File: src/rtl/fifo_stream_reader_pkg.sv
// Shared types for the FIFO-to-stream read adapter: occupancy states and the beat counter width rule.
package fifo_stream_reader_pkg;

  typedef enum logic [1:0] {
    S_EMPTY = 2'd0,
    S_ONE   = 2'd1,
    S_TWO   = 2'd2
  } state_t;

  // max(1, clog2(n)): a one-beat burst still needs a one-bit counter
  function automatic int cnt_width(input int n);
    return (n > 2) ? $clog2(n) : 1;
  endfunction

endpackage

File: src/rtl/wrap_counter.sv
// Beat counter for burst framing: counts i_inc pulses 0..MAX-1 then wraps to 0.
// Synchronous active-high reset; count is register-driven (no combinational path from i_inc).
module wrap_counter
  import fifo_stream_reader_pkg::*;
#(
  parameter int MAX = 4
) (
  input  logic                      i_clock,
  input  logic                      i_reset,
  input  logic                      i_inc,
  output logic [cnt_width(MAX)-1:0] count
);

  localparam int W = cnt_width(MAX);

  logic [W-1:0] count_q;
  logic [W-1:0] count_d;

  always_comb begin
    count_d = count_q;
    if (i_inc) begin
      count_d = (count_q == W'(MAX - 1)) ? '0 : count_q + 1'b1;
    end
  end

  always_ff @(posedge i_clock) begin
    if (i_reset) begin
      count_q <= '0;
    end else begin
      count_q <= count_d;
    end
  end

  assign count = count_q;

endmodule

File: src/rtl/fifo_stream_reader.sv
// Show-ahead FIFO read port to valid/ready stream via a 2-entry buffer; pop is registered-state only, 1-cycle latency, 1 word/cycle.
// Backpressure: at most one extra pop after i_ready falls; LIBSV_FIFO_STREAM_READER_LAST_EN adds o_last every BURST_LEN beats.
module fifo_stream_reader
  import fifo_stream_reader_pkg::*;
#(
  parameter int DATA_WIDTH = 8,
  parameter int BURST_LEN  = 4
) (
  input  logic                  i_clock,
  input  logic                  i_reset,
  input  logic [DATA_WIDTH-1:0] i_fifo_data,
  input  logic                  i_fifo_empty,
  output logic                  o_fifo_rd_en,
  output logic [DATA_WIDTH-1:0] o_data,
  output logic                  o_valid,
  input  logic                  i_ready
`ifdef LIBSV_FIFO_STREAM_READER_LAST_EN
  ,
  output logic                  o_last
`endif
);

  if (BURST_LEN < 1) begin : g_bad_burst_len
    $error("fifo_stream_reader: BURST_LEN must be >= 1");
  end

  state_t                state_q;
  state_t                state_d;
  logic [DATA_WIDTH-1:0] main_q;
  logic [DATA_WIDTH-1:0] main_d;
  logic [DATA_WIDTH-1:0] skid_q;
  logic [DATA_WIDTH-1:0] skid_d;
  logic                  fetch;
  logic                  take;

  // The pop request never looks at i_ready, so the FIFO sees no path from the consumer.
  assign fetch   = !i_reset && !i_fifo_empty && (state_q != S_TWO);
  assign o_valid = (state_q != S_EMPTY);
  assign take    = o_valid && i_ready;

  always_comb begin
    state_d = state_q;
    main_d  = main_q;
    skid_d  = skid_q;
    unique case (state_q)
      S_EMPTY: begin
        if (fetch) begin
          state_d = S_ONE;
          main_d  = i_fifo_data;
        end
      end
      S_ONE: begin
        if (fetch && take) begin
          main_d = i_fifo_data;
        end else if (fetch) begin
          state_d = S_TWO;
          skid_d  = i_fifo_data;
        end else if (take) begin
          state_d = S_EMPTY;
        end
      end
      S_TWO: begin
        if (take) begin
          state_d = S_ONE;
          main_d  = skid_q;
        end
      end
      default: begin
        state_d = S_EMPTY;
      end
    endcase
  end

  always_ff @(posedge i_clock) begin
    if (i_reset) begin
      state_q <= S_EMPTY;
      main_q  <= '0;
      skid_q  <= '0;
    end else begin
      state_q <= state_d;
      main_q  <= main_d;
      skid_q  <= skid_d;
    end
  end

  assign o_fifo_rd_en = fetch;
  assign o_data       = main_q;

`ifdef LIBSV_FIFO_STREAM_READER_LAST_EN
  localparam int CNT_W = cnt_width(BURST_LEN);

  logic [CNT_W-1:0] beat_cnt;

  wrap_counter #(
    .MAX(BURST_LEN)
  ) u_beat_cnt (
    .i_clock(i_clock),
    .i_reset(i_reset),
    .i_inc  (take),
    .count  (beat_cnt)
  );

  assign o_last = o_valid && (beat_cnt == CNT_W'(BURST_LEN - 1));
`endif

endmodule

File: config.mk
export PLATFORM = sky130hd
export DESIGN_NAME = fifo_stream_reader
export DESIGN_NICKNAME = d
export VERILOG_FILES = /design/src/rtl/fifo_stream_reader_pkg.sv /design/src/rtl/wrap_counter.sv /design/src/rtl/fifo_stream_reader.sv
export SDC_FILE = /design/constraint.sdc
export NUM_CORES = 1
export LEC_CHECK = 0
export ABC_AREA = 1
export BUFFER_PORTS_ARGS = -buffer_cell sky130_fd_sc_hd__buf_2
export CORE_MARGIN = 2
export CORE_UTILIZATION = 45
export CTS_BUF_LIST = sky130_fd_sc_hd__clkbuf_4
export DETAILED_ROUTE_END_ITERATION = 12
export HOLD_SLACK_MARGIN = 0.06
export PLACE_DENSITY = 0.8
export SLEW_MARGIN = 15
export SYNTH_ARGS = -nofsm -noshare
export SYNTH_HDL_FRONTEND = slang
export SYNTH_HIERARCHICAL = 1
export SYNTH_SLANG_ARGS = --single-unit
File: constraint.sdc
create_clock -name i_clock -period 1.35 [get_ports i_clock]
set_clock_uncertainty 0.2 [all_clocks]
set_input_delay 0.135 -clock i_clock [delete_from_list [all_inputs] [get_ports i_clock]]
set_output_delay 0.135 -clock i_clock [all_outputs]
set_load 0.03 [all_outputs]
==> results of run 1 <==
[registers in the layout, summed over array words and instances (netlist names)]
register / cells
skid_q: 8
o_data: 8
state_q: 2
[per-layer routing]
layer  vias to the layer above  part of all wire [%]  global-route usage (%)  wire, um
met2                        21                    50                   31.98      1152
met3                         2                   3.2                   3.681        74
met4                         0                  0.43                   8.095        10
li1                        517                     -                       -         -
met5                         -                     0                       0         0
met1                       448                    46                   22.39      1074
[per-stage QoR]
stage	area, um^2	worst slack [ns]	util (%)	instances
3_3_place_gp	1072	0.003379	55.22	187
2_1_floorplan	919.6	0.01985	-	136
3_5_place_dp	1072	-0.06104	55.22	187
4_1_cts	1240	-0.06688	63.85	203
6_report	1330	-0.07764	68.49	206
5_1_grt	1330	-0.1602	68.49	206
[Yosys cell counts]
| cell type | instances |
|---|---|
| buf_8 | 1 |
| buf_6 | 2 |
| o21ai_0 | 10 |
| a21oi_1 | 8 |
| a21oi_2 | 1 |
| nand2_4 | 2 |
| nand2_1 | 27 |
| dfxtp_1 | 18 |
| buf_2 | 1 |
| nand3_1 | 17 |
| clkbuf_1 | 1 |
| nor2_4 | 1 |
| inv_2 | 4 |
| nor3_1 | 1 |
| nand3_2 | 2 |
| nor2_1 | 27 |
| inv_1 | 13 |
[final cells by class]
class / instances / area [um^2] / area share (%)
flip-flops and latches: 18 / 365.4 / 27.47
repair buffers: 42 / 304.0 / 22.86
multi-input cells: 98 / 526.8 / 39.60
clock buffers: 3 / 22.52 / 1.693
well taps: 27 / 33.78 / 2.540
clock inverters: 1 / 3.754 / 0.2822
inverters: 17 / 73.82 / 5.550
[path summary, 6_finish.rpt]
kind | endpoint | depth (start not counted)
worst min register to register | o_data[1]$_SDFFE_PP0P_ | 2
worst max-delay path | o_fifo_rd_en | 4
worst max register to register | state_q[1]$_SDFFE_PP0P_ | 5
worst min-delay path | o_data[3]$_SDFFE_PP0P_ | 5
[worst reg2reg max path, delay by kind of cell (launching register included)]
family | cells | cell delay, ns
flip-flops | 1 | 0.38
AO/OA/AOI/OAI | 1 | 0.08
buffers and inverters | 2 | 0.34
AND/OR/NAND/NOR | 2 | 0.34
[cells by family after synthesis]
logic type	after synthesis	synth area share [%]
and+or+nand+nor	77	37.84
DFF	18	39.34
AOI/OAI and AO/OA	19	10.79
buffers and inverters	22	12.02
[what timing repair did]
item / in CTS / in global routing
setup buffers: 1 / 2
resized for setup: 11 / 23
endpoints found under the hold margin: 11 / 1
pin swaps: 2 / 4
hold buffers: 9 / 1
gates cloned: 2 / 0
endpoints found under the setup margin: 18 / 20
[power by group through the flow]
| stage | Sequential (mW) | Combinational [mW] | Clock (mW) |
|---|---|---|---|
| 4_1_cts | 0.590 | 0.349 | 0.278 |
| 5_1_grt | 0.595 | 0.427 | 0.308 |
| 6_report | 0.589 | 0.395 | 0.279 |
| 3_3_place_gp | 0.600 | 0.301 | 0 |
| 2_1_floorplan | 0.658 | 0.176 | 0 |
| 3_5_place_dp | 0.600 | 0.308 | 0 |
==> impl_summary.md, run 1 <==
Run status
The run finished, with violations left. The final reports fail on setup timing.

Power and ir drop
The cell-internal power is 829.4 uW. The proportion of power drawn by combinational gates is 31.3%. In this run the power spent charging and discharging nets is 433.1 uW. The reported leakage power is 0.6541 nW. Of the total power, the share spent switching nets is 34.30%. The proportion of power drawn by flip-flops and latches is 46.7%. The worst voltage drop across the vdd grid is 0.4968 mV. The final total power is 1.263 mW. The clock power share is 22.1%.

Dividing total power by cell area gives a power density of 949.2 nW/um^2.

Clocking
TritonCTS created 3 clock buffers. After clock tree synthesis, the clock-pin slew on the worst setup and hold paths is 0.11 ns. The cell chosen for the clock root is clkbuf_4.

The insertion delay of the later-clocked pin in the worst-skew pair is 0.29 ns. The clock passes through at most 2 buffers. CTS built an H-tree with a depth of 1. The TritonCTS clock tree is yes. The clock drives 18 sinks.

Floorplan
The initial utilization of the core area, before any placement, comes to 47.16%. The standard cell core area is 1942 um^2. The floorplan die height is 49.12 um. The I/O pin count is 22. The floorplan row count is 16. The width of the chip is 49.12 um. The overall die area is 2412 um^2.

Yosys
The number of flip-flops and latches in the synthesized netlist is 18. The area share of the largest cell type after synthesis is 39.34%. Synthesis produced a netlist with a net count of 148.

The number of different library cells in the post-synthesis netlist is 17. Yosys printed 6 warnings. The top cell type by total area after synthesis is dfxtp_1. Sorting the synthesized cells by area gives the leading types as dfxtp_1 39%, nand2_1 11%, nor2_1 11%. The share of the Yosys chip area taken by registers is 39.34%.

The number of instances in the synthesized netlist is 136. The synthesized cell area is 915.9 um^2. In this run the mean area of a mapped cell was 6.734 um^2.

Place
The detailed-placement wirelength estimate is 1395 um. The number of port buffers is 21. The final RePlAce weighted congestion is 0.8003.

Timing
The number of hold violations in the final report is 0. The sum of negative setup slack is -1.165 ns. The count of pins over their slew limit came to 0. The actual slew at the worst max-slew pin is 0.5007 ns.

For this run, the top clock speed supported by timing is 700.5 MHz. Setup slack on the critical path of the routed design comes to -0.07764 ns. The hold slack is 0.1054 ns.

Setup violations remaining at the end of the flow were counted as 20. The minimum period implied by the final worst setup slack is 1.428 ns. The remaining max-slew budget at the tightest pin is 66.50%. The final critical-path share of the clock period is 105.8%.

Setup repair after global routing could not meet its margin everywhere.

Routing
The via density per instance is 4.796. The detailed router finished its first iteration with 14 violations. The wire length after detailed routing is 2311 um. In this run the remaining antenna-violating nets after routing total 0. The post-detailed-route wirelength per cell is 11.22 um.

The remaining design rule violation count is 0. For this run, the detailed router's first-pass iteration total came to 4. Detailed routing inserted a total of 988 vias.

GRT
The initial antenna violation count is 0. Entering global routing, the biggest net connects 17 pins. The global router's overall resource usage is 18.66%. The via count of the first global-routing pass is 868. The total overflow left after global routing is 0. The first global-routing pass estimated 3574 um of wire.

Worst hold path
The worst hold path belongs to the class in2reg. The worst hold path startpoint is i_reset.

Critical path
Of all nets on the critical path, the largest fanout is 4. The largest incremental delay on the critical path is 0.38 ns. Tracing the worst setup path back leads to its startpoint at state_q[0]$_SDFFE_PP0P_.

The number of buffers and inverters on the critical path is 3. The startpoint identified for the worst register-to-register timing path is state_q[1]$_SDFFE_PP0P_. The most prevalent standard cell on the critical path is buf_6. The critical path goes through inv_4 -> buf_6 -> a21oi_4 -> buf_6. The slowest stage cell on the critical path is dfxtp_2. The kind of critical path is reg2out.

For the worst setup path, the data required time is 1.01 ns. Across all register-to-register paths, the minimum setup slack is -0.07 ns. The worst setup path is launched from a flop. The kind of end point of the critical path is an output pin. The data arrival time of the critical path is 1.09 ns. In this design, the largest share of critical-path delay is due to flip-flops.

Finish
In the layout the commonest cells are 26 x nand2_1, 26 x nor2_1, 19 x buf_2. The number of nets in the finished design is 192. From synthesis to final layout, the design area changed by 45.22%. The fraction of final layout cells with drive strength greater than 1 is 32.40%. The number of filler instances in the final layout is 168.

The repair_antennas step left the layout with diodes totalling 0.

Flow run
The number of max-cap violations is 0.
No activity file was read; power rests on OpenSTA's default activity.
==> run 2, diff against run 1 <==
--- a/config.mk
+++ b/config.mk
@@ -11,8 +11,9 @@
 export CORE_UTILIZATION = 45
 export CTS_BUF_LIST = sky130_fd_sc_hd__clkbuf_4
 export DETAILED_ROUTE_END_ITERATION = 12
+export GPL_ROUTABILITY_DRIVEN = 0
 export HOLD_SLACK_MARGIN = 0.06
-export PLACE_DENSITY = 0.8
+export PLACE_DENSITY = 0.77
 export SLEW_MARGIN = 15
 export SYNTH_ARGS = -nofsm -noshare
 export SYNTH_HDL_FRONTEND = slang
==> constraint.sdc (replaced) <==
create_clock -name i_clock -period 1.65 [get_ports i_clock]
set_clock_uncertainty 0.2 [all_clocks]
set_input_delay 0.165 -clock i_clock [delete_from_list [all_inputs] [get_ports i_clock]]
set_output_delay 0.165 -clock i_clock [all_outputs]
set_load 0.03 [all_outputs]
==> run 2 against run 1 <==
The flow now finishes without violations. Sequential share of layout area grew 3.3 points. Critical path type unchanged. Cell area decreased by 12%. Combinational power is 33% lower.
==> impl_summary.md, run 2 (synthesis results as in run 1) <==
Routing
The remaining design rule violation count was 0 (unchanged). The overall via count from detail_route was 920 (-6.9%). The initial DRC count is 14 (unchanged).

The post-detailed-route wirelength per cell is 9.861 um (-12%). The count of antenna-violating nets left after detailed routing is 0 (unchanged). The via density per instance is 4.742 (-1.1%).

The wire length after detailed routing is 1913 um (-17%). The number of detailed-routing iterations run before antenna repair was 4 (unchanged).

Critical path
The worst setup path is launched from a flop. On the critical path the largest part of the delay comes from flip-flops. STA classifies the critical path endpoint as an output pin. The worst setup path is of the reg2out kind. The maximum fanout encountered on the critical timing path is 12 (+8). The data arrival time of the critical path is 1.22 ns (+0.13 ns).

Walking the worst path, the cells encountered are inv_2 -> a21oi_2 -> buf_6. The largest incremental delay on the critical path is 0.42 ns (+0.04 ns). Among all stages on the critical path, the largest delay is contributed by dfxtp_1.

The worst path required time is 1.28 ns (+0.27 ns). The count of buffer and inverter cells on the critical path is 2 (-1).

Floorplan
The width of the chip is 49.12 um (unchanged). The overall die area is 2412 um^2 (unchanged). The floorplan die height is 49.12 um (unchanged).

The floorplan row count is 16 (unchanged). The standard cell core area is 1942 um^2 (unchanged). The I/O pin count is 22 (unchanged).

The initial core utilization is 47.16% (unchanged).

Finish
The area growth from synthesis to final layout is 28.01%. The filler-free cell count of the finished design is 194 (-5.8%). The number of nets in the finished design is 181 (-5.7%). The antenna diode count was 0 (unchanged). The final cell area excluding filler cells is 1172 um^2 (-12%). Leaving out fill and tap cells, the most frequent cells in the layout are 26 x nor2_1, 26 x nand2_1, 19 x buf_2. The fraction of final layout cells with drive strength greater than 1 is 23.35% (-9.0 points). The utilization after layout is 60.37% (-8.1 points).

Power and ir drop
The reported leakage power is 0.6008 nW (-8.1%). The switching power of the nets was 312.4 uW (-28%). The final total power is 960.3 uW (-24%).

The cell-internal power is 647.9 uW (-22%). The clock power share was 22.0% (about the same). The fraction of power spent switching nets is 32.53% (-1.8 points). The proportion of power drawn by combinational gates is 27.7% (-3.6 points). The power per cell area came to 819.1 nW/um^2 (-14%). The worst voltage drop across the vdd grid is 0.5191 mV (+4.5%). The proportion of power drawn by flip-flops and latches is 50.3% (+3.6 points).

Timing
For this run, the top clock speed supported by timing is 632.7 MHz. The final critical-path share of the clock period is 95.78%. The count of pins over their slew limit is 0 (unchanged). The final setup violation count is 0 (-100%).

The remaining max-slew budget at the tightest pin came to 83.08% (+17 points). The actual slew at the worst max-slew pin came to 0.2535 ns (-0.2472 ns). The number of hold violations in the final report is 0 (unchanged). The sum of negative setup slack is 0 ns (+1.165 ns). Counting I/O delays and the setup requirement, the final critical path takes 1.580 ns. Setup repair after global routing left no endpoint under its margin.

Clocking
TritonCTS built the clock tree. The maximum clock insertion buffer count is 2 (unchanged). The CTS H-tree depth is 1 (unchanged). The clock sink count is 18 (unchanged). The insertion delay of the later-clocked pin in the worst-skew pair is 0.29 ns (about the same). Clock tree synthesis selected as its root buffer the cell clkbuf_4.

The total clock buffers created by CTS is 3 (unchanged). The number of buffers inserted to repair setup after CTS came to 0 (-1). The clock transition at the registers of the reported paths came to 0.09 ns (-0.02 ns).

GRT
The global router's overall resource usage is 17.30% (-1.4 points). The total overflow reported by the global router came to 0 (unchanged). The pin count of the biggest net entering global routing is 18 (+1). The via count of the first global-routing pass is 790 (-9.0%). The initial antenna violation count came to 0 (unchanged).

The wire length of the first global-routing pass is 3291 um (-7.9%).

Place
The placement-stage cell area is 1023 um^2 (-4.6%). The placed cell count came to 181 (-3.2%). The detailed-placement wirelength estimate is 1334 um (-4.4%). The number of port buffers is 21 (unchanged).

Flow run
The number of max-cap violations is 0 (unchanged).

Worst hold path
The min-delay analysis places its worst path in the category in2reg.

Run status
The run finished with clean final reports.
## run 2: changes by cell type in the layout (fill, tap and decap cells not counted), sizes merged
cell          change
buf               -9
nand2             -2
clkinv            -1
dlygate4sd3       -1
dlymetal6s4s      +1
## run 2: worst register-to-register path, cell delays in order, from the launching register on
cell and delay [ns]:
dfxtp_1 0.42, inv_2 0.16, nor2_4 0.15, nand3_2 0.19, o21ai_0 0.23, nor2_1 0.06
## run 2: through the flow
stage	worst slack, ns	hold WS [ns]
floorplan	0.1770	0.07648
global placement	0.2242	0.2295
detailed placement	0.1631	0.2422
CTS	0.01843	0.1497
global route	0.005059	0.1313
finish	0.06958	0.1035
## run 2: power by group through the flow
stage	clock network [mW]	registers (mW)	logic, mW
after floorplan	0	0.539	0.143
after CTS	0.219	0.483	0.256
after global placement	0	0.491	0.233
after detailed placement	0	0.493	0.237
final	0.212	0.483	0.266
after global routing	0.237	0.487	0.295
## run 2: final cells by class
type                       count  area [um^2]
inverter                      17        66.31
clock buffer                   3        22.52
sequential                    18        360.3
multi-input combinational     96        454.2
tap                           27        33.78
fill                         178        769.5
timing repair buffer          33        235.2
## run 2: worst paths after layout
| path | start | endpoint | slack [ns] | cells past startpoint |
|---|---|---|---|---|
| setup reg to reg | state_q[0]$_SDFFE_PP0P_ | skid_q[5]$_SDFFE_PP0P_ | 0.13 | 5 |
| hold / removal | i_reset | state_q[1]$_SDFFE_PP0P_ | 0.10 | 3 |
| setup / recovery | state_q[0]$_SDFFE_PP0P_ | o_fifo_rd_en | 0.07 | 3 |
| hold reg to reg | o_data[3]$_SDFFE_PP0P_ | o_data[3]$_SDFFE_PP0P_ | 0.29 | 2 |
## run 2: repair_timing
| action | 4_1_cts | 5_1_grt |
|---|---|---|
| hold buffers | 10 | 0 |
| endpoints found under the hold margin | 10 | 0 |
| gates resized for setup | 0 | 10 |
| endpoints found under the setup margin | 0 | 17 |
## run 2: metal layers
metal	global-route usage, %	up-vias	share of wire, %
met5	0	-	0
met4	5.714	0	1.3
met3	5.521	5	5.2
met2	28.83	26	48
met1	20.92	394	46
li1	-	495	-
==> run 3, diff against run 2 <==
--- a/config.mk
+++ b/config.mk
@@ -12,6 +12,7 @@
 export CTS_BUF_LIST = sky130_fd_sc_hd__clkbuf_4
 export DETAILED_ROUTE_END_ITERATION = 12
 export GPL_ROUTABILITY_DRIVEN = 0
+export GPL_TIMING_DRIVEN = 0
 export HOLD_SLACK_MARGIN = 0.06
 export PLACE_DENSITY = 0.77
 export SLEW_MARGIN = 15
==> run 3 against run 2 <==
Non-clock buffer count up 4. Clock power up 8%. First-iteration DRC count up 86%. Cell count up 2.6%. Sequential power about the same. Combinational power up 6%. Global-route usage up 0.93 points. Largest cell class unchanged. Highest routed layer unchanged.
==> impl_summary.md, run 3 (synthesis results as in run 1) <==
Floorplan
The floorplan die height was 49.12 um (unchanged). The width of the chip is 49.12 um (unchanged). The I/O pin count is 22 (unchanged). The overall die area is 2412 um^2 (unchanged).

The standard cell core area is 1942 um^2 (unchanged). The initial core utilization is 47.16% (unchanged). The floorplan row count came to 16 (unchanged).

Clocking
The clock transition at the registers of the reported paths was 0.11 ns (+0.02 ns). The insertion delay of the later-clocked pin in the worst-skew pair is 0.30 ns (about the same). The CTS H-tree depth is 1 (unchanged). The total clock buffers created by CTS is 3 (unchanged).

The root buffer cell chosen for the clock tree is clkbuf_4. The clock sink count is 18 (unchanged). TritonCTS built the clock tree.

The maximum clock insertion buffer count was 2 (unchanged).

Place
The number of port buffers came to 21 (unchanged). The worst slack at placement is 0.1991 ns (+0.03606 ns). The detailed-placement wirelength estimate was 1412 um (+5.8%).

Power and ir drop
The reported leakage power was 0.6110 nW (+1.7%). The power per cell area came to 823.4 nW/um^2 (+0.53%). The worst voltage drop across the vdd grid is 0.4109 mV (-21%).

Routing
The initial DRC count is 26 (+12). The count of antenna-violating nets left after detailed routing was 0 (unchanged). The overall via count from detail_route is 938 (+2.0%).

The remaining design rule violation count was 0 (unchanged). The number of detailed-routing iterations run before antenna repair is 4 (unchanged). The wire length after detailed routing is 2035 um (+6.4%). The via density per instance is 4.714 (-0.61%).

The post-detailed-route wirelength per cell is 10.23 um (+3.7%).

Timing
The highest achievable clock rate is 630.8 MHz (-0.30%). The final worst-path setup slack is 0.06480 ns (-0.004774 ns). The final setup violation count was 0 (unchanged). The actual slew at the worst max-slew pin is 0.3484 ns (+0.09495 ns). The count of pins over their slew limit was 0 (unchanged). The remaining max-slew budget at the tightest pin came to 76.77% (-6.3 points). The number of hold violations in the final report came to 0 (unchanged).

The minimum period implied by the final worst setup slack is 1.585 ns (+0.004774 ns). The final critical-path share of the clock period was 96.07% (+0.29 points).

Critical path
In this run the worst setup path begins at i_ready. The count of buffer and inverter cells on the critical path is 5 (+3). The worst-case reg-to-reg path depth is 7 (+2). STA classifies the critical path startpoint as an input port. The kind of end point of the critical path is a flop.

The dominant delay contributor by cell family on the critical path is buffers and inverters. The depth of the critical timing path with buffers and inverters included is 9 (+6). The startpoint of the lowest-slack register-to-register path is state_q[0]$_SDFFE_PP0P_.

The minimum setup slack among reg-to-reg paths was 0.21 ns (+0.08 ns). The data arrival time of the critical path was 1.59 ns (+0.37 ns). Following the worst setup path forward leads to its endpoint at o_data[0]$_SDFFE_PP0P_.

The worst register-to-register path ends at o_data[0]$_SDFFE_PP0P_. The kind of critical path is in2reg. The maximum fanout encountered on the critical timing path is 10 (-2). The worst path required time came to 1.65 ns (+0.37 ns).

Traced cell by cell, the critical path runs through dlygate4sd3_1 -> buf_2 -> inv_1 -> nand3_1 -> nand2_2 -> inv_2 -> buf_6 -> a21oi_1 -> nor2_1. The largest incremental delay on the critical path was 0.53 ns (+0.11 ns). Among all stages on the critical path, the largest delay is contributed by dlygate4sd3_1.

GRT
The global router's overall resource usage came to 18.23% (+0.93 points). The via count of the first global-routing pass was 800 (+1.3%). The wire length of the first global-routing pass is 3463 um (+5.2%). The total overflow reported by the global router came to 0 (unchanged).

The initial antenna violation count is 0 (unchanged). The pin count of the biggest net entering global routing was 11 (-7).

Finish
The area growth from synthesis to final layout is 31.69%. The library cell used most frequently in the layout, excluding fill and tap cells, is nor2_1. The fraction of final layout cells with drive strength greater than 1 is 23.84% (+0.48 points). The antenna diode count came to 0 (unchanged). The top cell types in the final layout, fill and taps aside, are 27 x nor2_1, 26 x nand2_1, 20 x buf_2.

The utilization after layout was 62.11% (+1.7 points). The number of nets in the finished design was 185 (+2.2%).

Flow run
The number of max-cap violations is 0 (unchanged).

Worst hold path
The classification of the worst-slack hold path is in2reg.

Run status
The flow ran to the end, and the final reports show no timing, DRC or antenna violations.
[run 3: how the worst min path moves through the flow]
stage / startpoint / endpoint / slack [ns] / depth (start not counted)
floorplan: i_reset / state_q[1]$_SDFFE_PP0P_ / 0.08 / 1
detailed placement: i_fifo_data[3] / skid_q[3]$_SDFFE_PP0P_ / 0.24 / 3
finish: i_fifo_empty / state_q[0]$_SDFFE_PP0P_ / 0.16 / 5
CTS: i_fifo_empty / state_q[0]$_SDFFE_PP0P_ / 0.14 / 5
global placement: i_reset / state_q[1]$_SDFFE_PP0P_ / 0.23 / 2
global route: i_fifo_empty / state_q[0]$_SDFFE_PP0P_ / 0.19 / 5
[run 3: cell type report]
class | instances | area, um^2
plain buffers | 5 | 48.80
flip-flops and latches | 18 | 364.1
clock inverters | 1 | 3.754
inverters | 17 | 63.81
repair buffers | 32 | 217.7
fillers | 191 | 735.7
multi-input cells | 96 | 451.7
clock buffers | 3 | 22.52
well taps | 27 | 33.78
[run 3: report_power, final]
| part | internal, mW | switching [mW] | leakage [nW] |
|---|---|---|---|
| clock network | 0.0882 | 0.141 | 0.0154 |
| logic | 0.110 | 0.172 | 0.448 |
| registers | 0.465 | 0.0174 | 0.148 |
[run 3: worst reg2reg max path: cells and delay by family (launching register included)]
family | cells | cell delay (ns)
flops | 1 | 0.38
simple gates | 3 | 0.30
compound gates | 1 | 0.15
buf+inv | 3 | 0.31
[run 3: metal layers]
| metal | GRT usage (%) | share of wire [%] | vias to the layer above |
|---|---|---|---|
| li1 | - | - | 502 |
| met1 | 23.51 | 45 | 405 |
| met2 | 30.41 | 50 | 26 |
| met3 | 2.761 | 3.0 | 5 |
| met4 | 7.143 | 1.8 | 0 |
| met5 | 0 | 0 | - |
[run 3: stage by stage]
| stage | hold slack, ns | TNS [ns] | std cells | area [um^2] | total power [mW] |
|---|---|---|---|---|---|
| 3_3_place_gp | 0.2332 | 0 | 184 | 1055 | 0.7423 |
| 3_5_place_dp | 0.2387 | 0 | 184 | 1055 | 0.7497 |
| 5_1_grt | 0.1865 | -0.03667 | 199 | 1206 | 1.057 |
| 2_1_floorplan | 0.07648 | 0 | 136 | 915.9 | 0.6818 |
| 6_report | 0.1565 | 0 | 199 | 1206 | 0.9931 |
| 4_1_cts | 0.1373 | 0 | 199 | 1197 | 0.9981 |
[run 3: repair_timing]
action | in CTS | in global routing
setup endpoints to repair | 1 | 2
hold endpoints to repair | 10 | 0
setup buffers | 0 | 0
gates cloned | 0 | 0
gates resized for setup | 3 | 3
hold buffers | 11 | 0
pin swaps | 0 | 0
